## src/rtl/gate.sv

```systemverilog
// Registered 2-bit unsigned A > B comparator with a saturating gt event counter.
// Define GATE_FLAGS_EN to add registered eq/lt flags.
module gate #(
    parameter int CNT_W = 8
) (
    input  logic             clk,
    input  logic             rst,
    input  logic             in_valid,
    input  logic [1:0]       A,
    input  logic [1:0]       B,
    output logic             F,
    output logic             out_valid,
`ifdef GATE_FLAGS_EN
    output logic [CNT_W-1:0] gt_count,
    output logic             eq,
    output logic             lt
`else
    output logic [CNT_W-1:0] gt_count
`endif
);

    localparam logic [CNT_W-1:0] CNT_ONE = {{(CNT_W-1){1'b0}}, 1'b1};
    localparam logic [CNT_W-1:0] CNT_MAX = {CNT_W{1'b1}};

    logic gt;

    assign gt = (A[1] & ~B[1]) | ((A[1] ~^ B[1]) & A[0] & ~B[0]);

    // A/B are only looked at under in_valid, so X on an idle bus never lands in state
    always_ff @(posedge clk) begin
        if (rst) begin
            F         <= 1'b0;
            out_valid <= 1'b0;
            gt_count  <= '0;
        end else begin
            out_valid <= in_valid;
            if (in_valid) begin
                F <= gt;
                if (gt && (gt_count != CNT_MAX))
                    gt_count <= gt_count + CNT_ONE;
            end
        end
    end

`ifdef GATE_FLAGS_EN
    always_ff @(posedge clk) begin
        if (rst) begin
            eq <= 1'b0;
            lt <= 1'b0;
        end else if (in_valid) begin
            eq <= (A == B);
            lt <= (A < B);
        end
    end
`endif

endmodule

```

## config.mk

```make
export PLATFORM = sky130hd
export DESIGN_NAME = gate
export DESIGN_NICKNAME = d
export VERILOG_FILES = /design/src/rtl/gate.sv
export SDC_FILE = /design/constraint.sdc
export NUM_CORES = 1
export LEC_CHECK = 0
export BUFFER_PORTS_ARGS = -buffer_cell sky130_fd_sc_hd__clkbuf_2
export CAP_MARGIN = 20
export CORE_AREA = 10 10 47 49
export CTS_CLUSTER_SIZE = 40
export DETAILED_ROUTE_END_ITERATION = 7
export DIE_AREA = 0 0 57 59
export SLEW_MARGIN = 10
export SYNTH_ARGS = -nofsm -noshare
export SYNTH_HDL_FRONTEND = slang
export SYNTH_SLANG_ARGS = --single-unit
```

## constraint.sdc

```tcl
create_clock -name clk -period 1.7 [get_ports clk]
set_input_delay 0 -clock clk [delete_from_list [all_inputs] [get_ports clk]]
set_output_delay 0 -clock clk [all_outputs]
set_load 0.05 [all_outputs]
```

==> Yosys cells after proc, flatten, opt, wreduce, memory -nomap -nowiden <==
Cells that the tools add are included.
{ "word_totals": {"output_inout_bits": 10, "elab_cells": 14, "input_bits": 7, "reg_bits": 10} }
{ "classes": {"bitwise_logic": 7, "eq_ne": 1, "n_reduce_logical": 2, "add_sub_neg": 1} }
{ "ops": {"columns": ["operator", "n"], "rows": [
  ["adder 8 x 1 -> 8 bit, second input constant", 1],
  ["inequality test 8 bit, second input constant", 1],
  ["bitwise AND 1 bit", 3],
  ["inverter 1 bit", 2],
  ["AND reduction 2 bit", 1],
  ["logical AND 1 bit", 1],
  ["bitwise OR 1 bit", 1],
  ["bitwise XNOR 1 bit", 1]
]} }

==> Depth between registers and ports, before layout <==
{ "depth": {"depth_word": 6, "depth_mapped": 6, "mapped_depth_nobuf": 6} }

==> Worst setup path after synthesis <==
Ideal clock, no wire load.
{ "synth_path": {"path_type": "flip-flop to flip-flop", "start": "register gt_count[0]", "end": "register gt_count[6]", "path_stages_with_launch": 6, "required_ns": 1.614, "slack_ns": -0.175, "n_path_buf": 0, "synth_period_minus_slack_ns": 1.875, "setup_ns": 0.086, "arrival_ns": 1.790, "path_cell_list": "dfxtp_1 -> ha_1 -> nand4_1 -> a2111oi_2 -> nor2_1 -> a211oi_1"} }
{ "synth_between": {"elab_chain_cells": 3, "elab_cells_between_ends": 4, "classes_between": "add/sub: 1; eq/ne: 1; reduce/logical: 2"} }
{ "synth_lines": {"columns": ["item", "line_no", "text"], "rows": [
  ["start: declaration", "18", "output logic [CNT_W-1:0] gt_count"],
  ["start signal: assignment", "40", "gt_count <= gt_count + CNT_ONE;"],
  ["parallel branches: the longest is 3 deep, another holds adder 8 x 1 -> 8 bit", null, null]
]} }
Several ways; the timed one is not identified.
A chain may end at the register's enable or synchronous reset.

==> Final worst setup path <==
{ "layout_path": {"start": "register gt_count[0]", "end": "register gt_count[1]"} }
Same word-level chain as after synthesis.

==> run summary <==
The flow ran to the end, and the final reports show no timing, DRC or antenna violations. For met2 alone, demand over resource in global routing was 0.138. 0 antenna diodes ended up in the layout. The relative slew slack is 0.760. Setup repair after global routing could not meet its margin everywhere. After filler insertion, the fill cell instance count of the layout stands at 158. From synthesis to final layout, the design area changed by 26.3%. The count of final hold-check violations came out at 0. The synthesized netlist net count is 67.

The TritonCTS clock tree is built. The die width came out at 57 um. The time the worst path needs with I/O delays and setup came out at 1610 ps. The clock-pin slew of the registers on the worst-case setup and hold paths is 60 ps. The combined area of the multi-input logic cells came out at 299 um^2.

The number of remaining DRC errors is 0. The library cell used most frequently in the layout, excluding fill and tap cells, is sky130_fd_sc_hd__clkbuf_2. The placeable core region is 0.00140 mm^2.

The category of the worst setup path capture point is a flop. The number of buffers added on ports came out at 16. The initial antenna violation count is 0. Before antenna repair, the detailed router went through 4 iterations.

The clock tree skew after final layout came out at 0.855 ps. The power density over the cells is 726 mW/mm^2. The final period utilization came out at 0.945. The remaining global-route overflow is 0. The die covers 0.00336 mm^2. The number of buffers between clock root and the deepest sink is 2. At the end of the flow, the number of nets in the layout was 87.

The type of the worst setup path is flop to flop. The die boundary height came out at 59 um. In the synthesized netlist, the number of instances is 58. The fmax came out at 623 MHz. The top cell types in the final layout, fill and taps aside, are sky130_fd_sc_hd__clkbuf_2, sky130_fd_sc_hd__dfxtp_1, sky130_fd_sc_hd__nor2_1.

The global-route usage over all layers came out at 0.0795. The initial utilization of the core area, before any placement, comes to 0.363. The number of DRC violations after detailed-routing iteration 0 came out at 7.

The site row count is 14. The worst path arrival time came out at 1760 ps. The cell sitting at the root of the clock tree is a sky130_fd_sc_hd__clkbuf_4. The min-delay analysis places its worst path in the category input port to flop. After routing, the total negative slack on setup checks comes to 0 ps. The transition at the pin with the smallest max-transition slack came out at 360 ps.

The wire length of the first global-routing pass came out at 2140 um. The setup violation total in the final timing report came out at 0. The average routed wire per standard cell came out at 12.8 um. The proportion of layout cells with a drive suffix above 1 is 0.303. The total length of routed wires is 1180 um. The sequential-to-total area share from yosys stat is 0.393. The met1 usage in global routing is 0.0746. The area of the mapped netlist came out at 509 um^2. After global routing, the most crowded layer is met2. The largest net degree at the start of global routing is 11. The number of global-route vias before repair is 535. The remaining antenna violation count is 0.

CTS built an H-tree with a depth of 1. The static leakage came out at 0.274 nW. The hold slack came out at 47.6 ps. Clock latency on the worst-skew pair, taken at its later pin, is 260 ps. The unique cell type count in the Yosys netlist is 24. IR analysis of the VDD net gives a maximum drop of 350 uV. The mean post-synth cell area came out at 8.78 um^2. In the global route stage, met3 resource usage came out at 0.0300. The worst slack at placement is 136 ps. The share of the core filled with cells came out at 0.459. The number of pins exceeding their max-slew limit in the final report came out at 0. Once detailed placement completed, the half-perimeter wirelength came to 937 um. The required time at the endpoint of the critical path came out at 1850 ps. The number of buffers created by CTS is 3. 17 I/O pins were placed. The total of max-cap violations came out at 0. The via total after detailed routing came out at 493. STA classifies the critical path startpoint as a flop. Routability-driven placement finished with a final weighted congestion of 0.782. The number of sinks driven by the clock tree is 10. The maximum fanout count along the critical path is 4.

The number of flip-flops and latches in the synthesized netlist came out at 10. The count of synthesis-stage warnings from yosys came out at 0. The register area is 203 um^2.

Across all setup checks in the final design, the least slack found is 93.9 ps. In the routed layout, each cell is associated on average with a via count of 5.36.
==> final timing paths <==
kind | startpoint | slack [ps] | cells after the start | to
setup reg to reg | gt_count[0] | 90 | 5 | gt_count[1]
setup / recovery | gt_count[0] | 90 | 5 | gt_count[1]
hold reg to reg | F | 460 | 2 | F
hold / removal | rst | 50 | 2 | out_valid
==> cells by family (layout without fill, tap and decap cells) <==
family,after synthesis,after routing,synth area share
AOI/OAI and AO/OA,14,14,0.192
xor gates and xnor gates,1,1,0.0172
adders and majority gates,2,2,0.0491
buffers and inverters,6,24,0.0442
DFF,10,10,0.393
muxes,3,3,0.0590
and+or+nand+nor,22,22,0.246
==> power by group <==
part           internal (mW)  switching [mW]  leakage [nW]  total, mW
Clock                 0.0818          0.0786        0.0138      0.160
Combinational         0.0201          0.0425         0.178     0.0625
Sequential             0.240         0.00390        0.0820      0.244
==> metal layers <==
| layer | share of wire | vias to the layer above |
|---|---|---|
| met3 | 0.063 | 5 |
| met4 | 0.030 | 0 |
| met5 | 0 | - |
| met2 | 0.48 | 16 |
| met1 | 0.42 | 225 |
| li1 | - | 247 |
==> sequential cells by signal, indices dropped and copies added (netlist names) <==
| register | count |
|---|---|
| out_valid | 1 |
| F | 1 |
| gt_count | 8 |
==> per-stage QoR <==
stage | std cells | cell area, um^2 | power [mW]
6_report | 92 | 643 | 0.467
5_1_grt | 92 | 643 | 0.494
4_1_cts | 92 | 631 | 0.473
3_5_place_dp | 89 | 608 | 0.311
3_3_place_gp | 89 | 608 | 0.310
2_1_floorplan | 58 | 512 | 0.293
==> cell type report <==
type | instances | area share
inverter | 5 | 0.0292
tap | 16 | 0.0311
timing repair buffer | 16 | 0.125
sequential | 10 | 0.315
multi-input combinational | 42 | 0.465
clock buffer | 3 | 0.0350
==> critical path, stage by stage (launching register included) <==
cell	delay, ps
sky130_fd_sc_hd__dfxtp_2	360
sky130_fd_sc_hd__ha_1	220
sky130_fd_sc_hd__nand4_1	240
sky130_fd_sc_hd__o221ai_1	390
sky130_fd_sc_hd__mux2i_1	230
sky130_fd_sc_hd__nor2_1	50
==> cell usage after synthesis <==
cell	instances	area [um^2]
sky130_fd_sc_hd__dfxtp_1	10	200
sky130_fd_sc_hd__o21ai_0	4	20.0
sky130_fd_sc_hd__nor2_1	6	22.5
sky130_fd_sc_hd__a211oi_1	2	15.0
sky130_fd_sc_hd__clkbuf_1	1	3.75
sky130_fd_sc_hd__xor2_1	1	8.76
sky130_fd_sc_hd__ha_1	2	25.0
sky130_fd_sc_hd__mux2i_1	3	30.0
sky130_fd_sc_hd__o21bai_1	1	7.51
sky130_fd_sc_hd__nand3b_4	1	20.0
sky130_fd_sc_hd__a2111oi_2	1	15.0
sky130_fd_sc_hd__o211ai_1	1	7.51
sky130_fd_sc_hd__nand2_1	4	15.0
sky130_fd_sc_hd__or3_1	2	12.5
sky130_fd_sc_hd__o221ai_1	1	8.76
sky130_fd_sc_hd__a211o_1	1	8.76
sky130_fd_sc_hd__nor3_1	1	5.00
sky130_fd_sc_hd__and3b_1	1	8.76
sky130_fd_sc_hd__nor3b_1	1	7.51
sky130_fd_sc_hd__a21oi_1	3	15.0
sky130_fd_sc_hd__inv_1	5	18.8
sky130_fd_sc_hd__nand3_1	3	15.0
sky130_fd_sc_hd__nor2b_1	1	6.26
sky130_fd_sc_hd__nand4_1	2	12.5
==> repair_timing <==
action                     CTS  global route
setup endpoints to repair    0             1
resized for setup            0             1
setup buffers                0             0
hold buffers                 0             0
(Power assumes the default switching activity.)
